==> src/rtl/prog_mem_loader.sv <==
// Instruction store for simple_cpu: fills from a byte stream (high byte first) and serves
// one-cycle-latency fetches. cpu_run holds the CPU in reset while a program is being written.
module prog_mem_loader #(
   parameter int DEPTH  = 32,
   parameter int ADDR_W = $clog2(DEPTH),
   parameter int DATA_W = 16
) (
   input  logic              clk,
   input  logic              reset_n,
   input  logic              load_start,
   input  logic              load_stop,
   input  logic              byte_valid,
   input  logic [7:0]        byte_data,
   output logic              byte_ready,
   input  logic              fetch_req,
   input  logic [ADDR_W:0]   fetch_addr,
   output logic              fetch_valid,
   output logic [DATA_W-1:0] fetch_data,
   output logic              cpu_run,
   output logic              load_done,
   output logic              err_ovf
);

   typedef enum logic [2:0] {RUN, LOAD_HI, LOAD_LO, FILL, DONE} state_t;

   state_t            state;
   logic [ADDR_W-1:0] wr_ptr;
   logic [7:0]        hi_byte;
   logic              byte_hs;
   logic              last_word;
   logic              mem_we;
   logic [DATA_W-1:0] mem_wdata;

   // Contents come up as NOPs at configuration and are never cleared by reset.
   logic [DATA_W-1:0] mem [DEPTH] = '{default: '0};

   assign byte_ready = (state == LOAD_HI) || (state == LOAD_LO);
   assign byte_hs    = byte_valid && byte_ready;
   assign last_word  = (wr_ptr == ADDR_W'(DEPTH - 1));

   // load_start and load_stop both suppress the low-byte write; FILL yields only to load_start.
   always_comb begin
      mem_we    = 1'b0;
      mem_wdata = '0;
      if (!load_start) begin
         if (state == LOAD_LO && byte_hs && !load_stop) begin
            mem_we    = 1'b1;
            mem_wdata = {hi_byte, byte_data};
         end else if (state == FILL) begin
            mem_we = 1'b1;
         end
      end
   end

   always_ff @(posedge clk) begin
      if (mem_we) mem[wr_ptr] <= mem_wdata;
   end

   always_ff @(posedge clk or negedge reset_n) begin
      if (!reset_n) begin
         state     <= RUN;
         wr_ptr    <= '0;
         hi_byte   <= '0;
         cpu_run   <= 1'b1;
         load_done <= 1'b0;
         err_ovf   <= 1'b0;
      end else begin
         load_done <= 1'b0;
         if (load_start) begin
            state   <= LOAD_HI;
            wr_ptr  <= '0;
            hi_byte <= '0;
            cpu_run <= 1'b0;
            err_ovf <= 1'b0;
         end else begin
            if (byte_valid && (state == RUN || state == FILL || state == DONE))
               err_ovf <= 1'b1;
            case (state)
               RUN: ;
               LOAD_HI: begin
                  if (load_stop) begin
                     state <= FILL;
                  end else if (byte_hs) begin
                     hi_byte <= byte_data;
                     state   <= LOAD_LO;
                  end
               end
               LOAD_LO: begin
                  if (load_stop) begin
                     state <= FILL;
                  end else if (byte_hs) begin
                     wr_ptr <= wr_ptr + 1'b1;
                     state  <= last_word ? DONE : LOAD_HI;
                  end
               end
               FILL: begin
                  wr_ptr <= wr_ptr + 1'b1;
                  if (last_word) state <= DONE;
               end
               DONE: begin
                  load_done <= 1'b1;
                  cpu_run   <= 1'b1;
                  state     <= RUN;
               end
               default: state <= RUN;
            endcase
         end
      end
   end

   // Read-first: a same-cycle write to the fetched word is not visible until the next fetch.
   always_ff @(posedge clk or negedge reset_n) begin
      if (!reset_n) begin
         fetch_valid <= 1'b0;
         fetch_data  <= '0;
      end else begin
         fetch_valid <= fetch_req;
         if (fetch_req)
            fetch_data <= (fetch_addr[ADDR_W] || !cpu_run) ? '0 : mem[fetch_addr[ADDR_W-1:0]];
      end
   end

endmodule

==> config.mk <==
export PLATFORM = sky130hd
export DESIGN_NAME = prog_mem_loader
export DESIGN_NICKNAME = d
export VERILOG_FILES = /design/src/rtl/prog_mem_loader.sv
export SDC_FILE = /design/constraint.sdc
export NUM_CORES = 1
export LEC_CHECK = 0
export BUFFER_PORTS_ARGS = -buffer_cell sky130_fd_sc_hd__buf_2
export CAP_MARGIN = 20
export CORE_ASPECT_RATIO = 2
export CORE_MARGIN = 2
export CORE_UTILIZATION = 50
export DETAILED_ROUTE_END_ITERATION = 7
export PLACE_DENSITY = 0.76
export SYNTH_ARGS = -nofsm -noshare
export SYNTH_HDL_FRONTEND = slang
export SYNTH_SLANG_ARGS = --single-unit
export TNS_END_PERCENT = 10
==> constraint.sdc <==
create_clock -name clk -period 2.5 [get_ports clk]
set_input_delay 0.375 -clock clk [delete_from_list [all_inputs] [get_ports clk]]
set_output_delay 0.375 -clock clk [all_outputs]
set_load 0.05 [all_outputs]
After elaboration in Yosys (flattened, before gate mapping)
Memory sizes are Yosys's and may differ from the RTL's.
Index checks and enable logic that the tools add are counted.

cells by class
  $add $sub $neg = 1
  reduce and logical (&&, ||, !) cells = 19
  mux-type cells = 30
  equality and inequality tests = 12

operators by type and width
  kind                                                             count
  16-bit 2-to-1 mux                                                3
  8-bit 2-to-1 mux                                                 4
  3-bit 2-to-1 mux                                                 7
  5-bit 2-to-1 mux                                                 3
  3-bit one-hot mux with 4 select lines                            1
  1-bit 2-to-1 mux                                                 11
  5-bit one-hot mux with 2 select lines                            1
  3-bit != test, second input constant                             3
  4-bit != test, second input constant                             2
  2-bit nonzero test                                               4
  3-bit by 2-bit == test with 1-bit output, second input constant  2
  3-bit AND reduction                                              2
  5-bit by 1-bit adder with 5-bit output, second input constant    1
  5-bit == test, second input constant                             1
  1-bit logical AND                                                4
  1-bit logical OR                                                 4
  2-bit != test, second input constant                             2
  4-bit AND reduction                                              1
  3-bit by 1-bit == test with 1-bit output, second input constant  1
  3-bit == test, second input constant                             1
  3-bit logical NOT                                                1
  3-bit nonzero test                                               1
  1-bit logical NOT                                                2

word-level totals
  output and inout bits = 21
  memory bits (writable) = 512
  logic and storage cells = 71
  register bits = 36
  memories = 1

memory list
  memory  words  bits a word  rd ports  clocked after Yosys merged registers in  wr ports  RTL line  source
  mem     32     16           1         0                                        1         35        logic [DATA_W-1:0] mem [DEPTH] = '{default: '0};

Logic depth before layout (Yosys ltp)
  depth in word-level cells = 9
  gate-level depth with buffers = 9
  depth with buffers taken out = 7

Least setup slack after synthesis
OpenSTA, ideal clock, no wires.

  path type = register to register
  from = register state[0]
  to = memory mem[29][0], enable pin
  data arrival time = 2.118 ns
  period minus slack after synthesis = 2.507 ns
  slack = -0.007 ns
  buffers on the path = 2
  data required time = 2.112 ns
  stages on the path, launching flop included = 7
  cell sequence = dfrtp_1 -> clkbuf_1 -> clkbuf_1 -> nor2_1 -> nor3_1 -> nand2_1 -> nor2_1

on the way
  word-level cells in the longest chain between the ends = 9
  elaborated cells between the ends (all ways) = 12
  classes of those cells = 3 x eq/ne; 5 x mux; 4 x reduce/logical

ends and longest elaborated chain
  element                                                                                                      RTL line  source
  start, declared                                                                                              26        state_t state;
  start signal, assigned                                                                                       93        state <= last_word ? DONE : LOAD_HI;
  3-bit by 1-bit == test with 1-bit output / 3-bit by 2-bit == test with 1-bit output (equally long branches)  37, 46
  1-bit logical OR                                                                                             37        assign byte_ready = (state == LOAD_HI) || (state == LOAD_LO);
  1-bit logical AND                                                                                            38        assign byte_hs = byte_valid && byte_ready;
  1-bit logical AND (2 in series)                                                                              46        if (state == LOAD_LO && byte_hs && !load_stop) begin
  1-bit 2-to-1 mux (*)                                                                                         46
  1-bit 2-to-1 mux (*)                                                                                         45        if (!load_start) begin
  1-bit 2-to-1 mux (*)                                                                                         56        if (mem_we) mem[wr_ptr] <= mem_wdata;
  1-bit 2-to-1 mux (not written as such) (*)                                                                   56
  end, declared                                                                                                35

Every way passes the cells marked *; elsewhere a longest branch is shown, timed or not.

Final worst setup path
  from = input port fetch_addr[0]
  to = register fetch_data[4]

on the way
  word-level cells in the longest chain between the ends = 2

ends and longest elaborated chain
  element                  RTL line  source
  start, declared          16        input logic [ADDR_W:0] fetch_addr,
  memory read 32 x 16 bit  n/a
  16-bit 2-to-1 mux        119       fetch_data <= (fetch_addr[ADDR_W] || !cpu_run) ? '0 : mem[fetch_addr[ADDR_W-1:0]];
  end signal, assigned     119
  end, declared            18        output logic [DATA_W-1:0] fetch_data,

No other way between the ends.
A chain may end at the register's enable or synchronous reset.

==> results.sh <==
export IMPL_io_buffer_count=40
export IMPL_layout_common_cells="edfxtp_1 (512), mux2i_1 (135), buf_4 (104)"
export IMPL_ant_nets=0
export IMPL_grt_max_degree=37
export IMPL_grt_pass1_vias=12200
export IMPL_drive_gt1_frac=0.239
export IMPL_hold_slack_ps=-0.676
export IMPL_finalWeightedCongestion=0.844
export IMPL_dieArea_um2=45000
export IMPL_htree_levels=2
export IMPL_finClkSkew_ps=16.3
export IMPL_final_common_cell="edfxtp_1"
export IMPL_yosysSeqAreaShare=0.754
export IMPL_synthArstFlopShare=0.0657
export IMPL_worst_slack_ps=308
export IMPL_syn_area_per_cell_um2=18.7
export IMPL_startpoint_type="primary input"
export IMPL_finalHoldViolations=2
export IMPL_power_leakage_nw=8.88
export IMPL_fp_dieH_um=298
export IMPL_clk_path_buf_depth=3
export IMPL_cts_made_buffers=43
export IMPL_violations="hold timing"
export IMPL_critPathLaunch="fetch_addr[0]"
export IMPL_vias=11500
export IMPL_max_vdd_ir_drop_mv=0.592
export IMPL_cts_tree="done"
export IMPL_final_max_slew_viol_count=0
export IMPL_crit_path_end="fetch_data[4]"
export IMPL_max_freq_mhz=456
export IMPL_rr_startpoint="mem[25][12]"
export IMPL_antenna_found_initial=1
export IMPL_internal_power_mw=13.7
export IMPL_synth_warnings=0
export IMPL_track_usage=0.238
export IMPL_setup_viol=0
export IMPL_reg2reg_to="fetch_data[12]"
export IMPL_floorplan_initialDensity=0.507
export IMPL_vias_per_cell=6.07
export IMPL_switching_share=0.207
export IMPL_cts_sinks=548
export IMPL_p_clk_frac=0.376
export IMPL_overflow=0
export IMPL_drt_total_wl_um=51800
export IMPL_cts_setup_buffers=0
export IMPL_hpwl_um=34300
export IMPL_rrSetupSlack_ps=460
export IMPL_synth_nets=1181
export IMPL_drt_iter0_markers=1128
export IMPL_powerDensity_nw_per_um2=696
export IMPL_antenna_diode_count=0
export IMPL_nFillCells=3071
export IMPL_pwr_share_seq=0.574
export IMPL_rows=107
export IMPL_relSlewSlack=0.317
export IMPL_clk_latency_ps=560
export IMPL_core_area_um2=42600
export IMPL_hp_class="in2async"
export IMPL_fin_setup_tns_ps=0
export IMPL_arrival_ps=2680
export IMPL_dr_pass1_iters=5
export IMPL_wl_per_cell_um=27.4
export IMPL_synth_seq_cells=548
export IMPL_drc=0
export IMPL_syn_inst=1156
export IMPL_p_total_mw=17.3
export IMPL_p_sw_mw=3.58
export IMPL_pin_count=41
export IMPL_critical_path_class="in2reg"
export IMPL_cts_root_buffer="clkbuf_16"
export IMPL_netlist_area_um2=21600
export IMPL_syn_to_final_growth_pct=15.2
export IMPL_final_util=0.585
export IMPL_final_cells=1890
export IMPL_dp_cells=1812
export IMPL_tightest_slew_ps=1020
export IMPL_synth_edf_count=512
export IMPL_ys_types=44
export IMPL_grt_setup_unrepaired="no"
export IMPL_path_max_fanout=21
export IMPL_final_period_utilization=0.877
export IMPL_clk_pin_slew_ps=70
export IMPL_cp_end_kind="flip-flop"
export IMPL_fp_dieW_um=151
export IMPL_fin_crit_ps=2190
export IMPL_status="finished with violations"
export IMPL_pre_cts_slack_ps=-234
export IMPL_r2r_cells=6
export IMPL_final_net_count=1338
export IMPL_comb_power_share=0.050
export IMPL_required_ps=2990
export IMPL_grt_pass1_wl_um=76900
export IMPL_cap_viol_max_count=0
export IMPL_synth_ff_type="edfxtp_1"
## power groups by stage
stage               Combinational [mW]  Sequential, mW  Clock, mW
finish                           0.867            9.95       6.51
detailed placement               0.864            10.1          0
global placement                 0.846            10.1          0
floorplan                        0.518            10.2          0
CTS                              0.870            9.95       6.57
global route                     0.914            9.95       6.89
## timing repair
action / in CTS / in global routing
hold buffers: 1 / 0
endpoints found under the setup margin: 0 / 0
endpoints found under the hold margin: 1 / 0
resized for setup: 0 / 0
## state kept, by name, indices dropped and copies added, names as in the netlist
signal / cells
err_ovf: 1
wr_ptr: 5
load_done: 1
fetch_valid: 1
state: 3
mem: 512
hi_byte: 8
fetch_data: 16
cpu_run: 1
## metrics by stage
step / hold WS (ps) / area (um2)
final: -0.676 / 24900
after CTS: 9.89 / 24900
after detailed placement: 489 / 23600
after floorplan: 79.4 / 21600
after global routing: 46.9 / 24900
after global placement: 479 / 23600
## routing by layer
metal  up-vias  GRT usage  part of all wire
met5         -          0           0.00025
li1       4934          -                 -
met3       139     0.0271             0.051
met1      5922      0.266              0.34
met4         2      0.152             0.075
met2       481      0.422              0.54
## area by class of cell
type	count	area (um2)	share of cell area
Clock buffer	58	1190	0.0480
Clock inverter	19	120	0.00483
Inverter	7	26.3	0.00106
Multi-Input combinational cell	534	4900	0.197
Sequential cell	548	16300	0.654
Tap cell	545	682	0.0274
Timing Repair Buffer	179	1680	0.0676
## Yosys cell counts (2+ instances only)
library cell	count	share of area
mux4_2	64	0.067
clkbuf_1	34	0.0059
nand3_1	12	0.0028
nand2_1	48	0.0083
or3b_2	2	0.00081
a22oi_1	48	0.017
nor2_1	45	0.0078
inv_1	7	0.0012
nor3_1	3	0.00070
a21oi_1	36	0.0083
a31oi_1	13	0.0038
a22o_1	8	0.0032
a21o_1	13	0.0045
a32o_1	4	0.0019
buf_8	2	0.0014
ha_1	5	0.0029
buf_2	10	0.0023
buf_12	2	0.0019
a211oi_1	12	0.0042
a2111oi_1	5	0.0023
or3_1	2	0.00058
nand2b_1	2	0.00058
mux2_2	16	0.0083
nor2b_1	17	0.0049
buf_1	3	0.00052
mux2i_1	135	0.063
nand3b_1	5	0.0017
and2_1	18	0.0052
dfrtp_1	35	0.041
o21ai_0	3	0.00070
xnor2_1	3	0.0012
buf_6	6	0.0031
edfxtp_1	512	0.71
buf_4	10	0.0035
a2111oi_0	7	0.0028
## worst max-delay path: stages
cell and delay, ps:
buf_8 210, buf_4 220, buf_4 300, mux2i_1 130, a22oi_1 270, a31oi_1 220
a2111oi_0 800, a21o_1 140
## cell families after synthesis
kind of cell | after synthesis | share of synthesized area
adder cells (fa/ha/maj) | 5 | 0.00290
AO/OA/AOI/OAI | 154 | 0.0502
multiplexers | 215 | 0.138
XOR/XNOR | 3 | 0.00122
flip-flops | 548 | 0.754
AND/OR/NAND/NOR | 157 | 0.0345
buffers and inverters | 74 | 0.0198
## worst min-delay path by stage
stage	from	to	cells past startpoint
after floorplan	reset_n	err_ovf	0
after CTS	reset_n	hi_byte[4]	1
final	reset_n	fetch_data[6]	1
after global routing	reset_n	hi_byte[1]	1
after global placement	hi_byte[6]	hi_byte[6]	1
after detailed placement	hi_byte[5]	hi_byte[5]	1
Power figures use the tool's default switching activity.
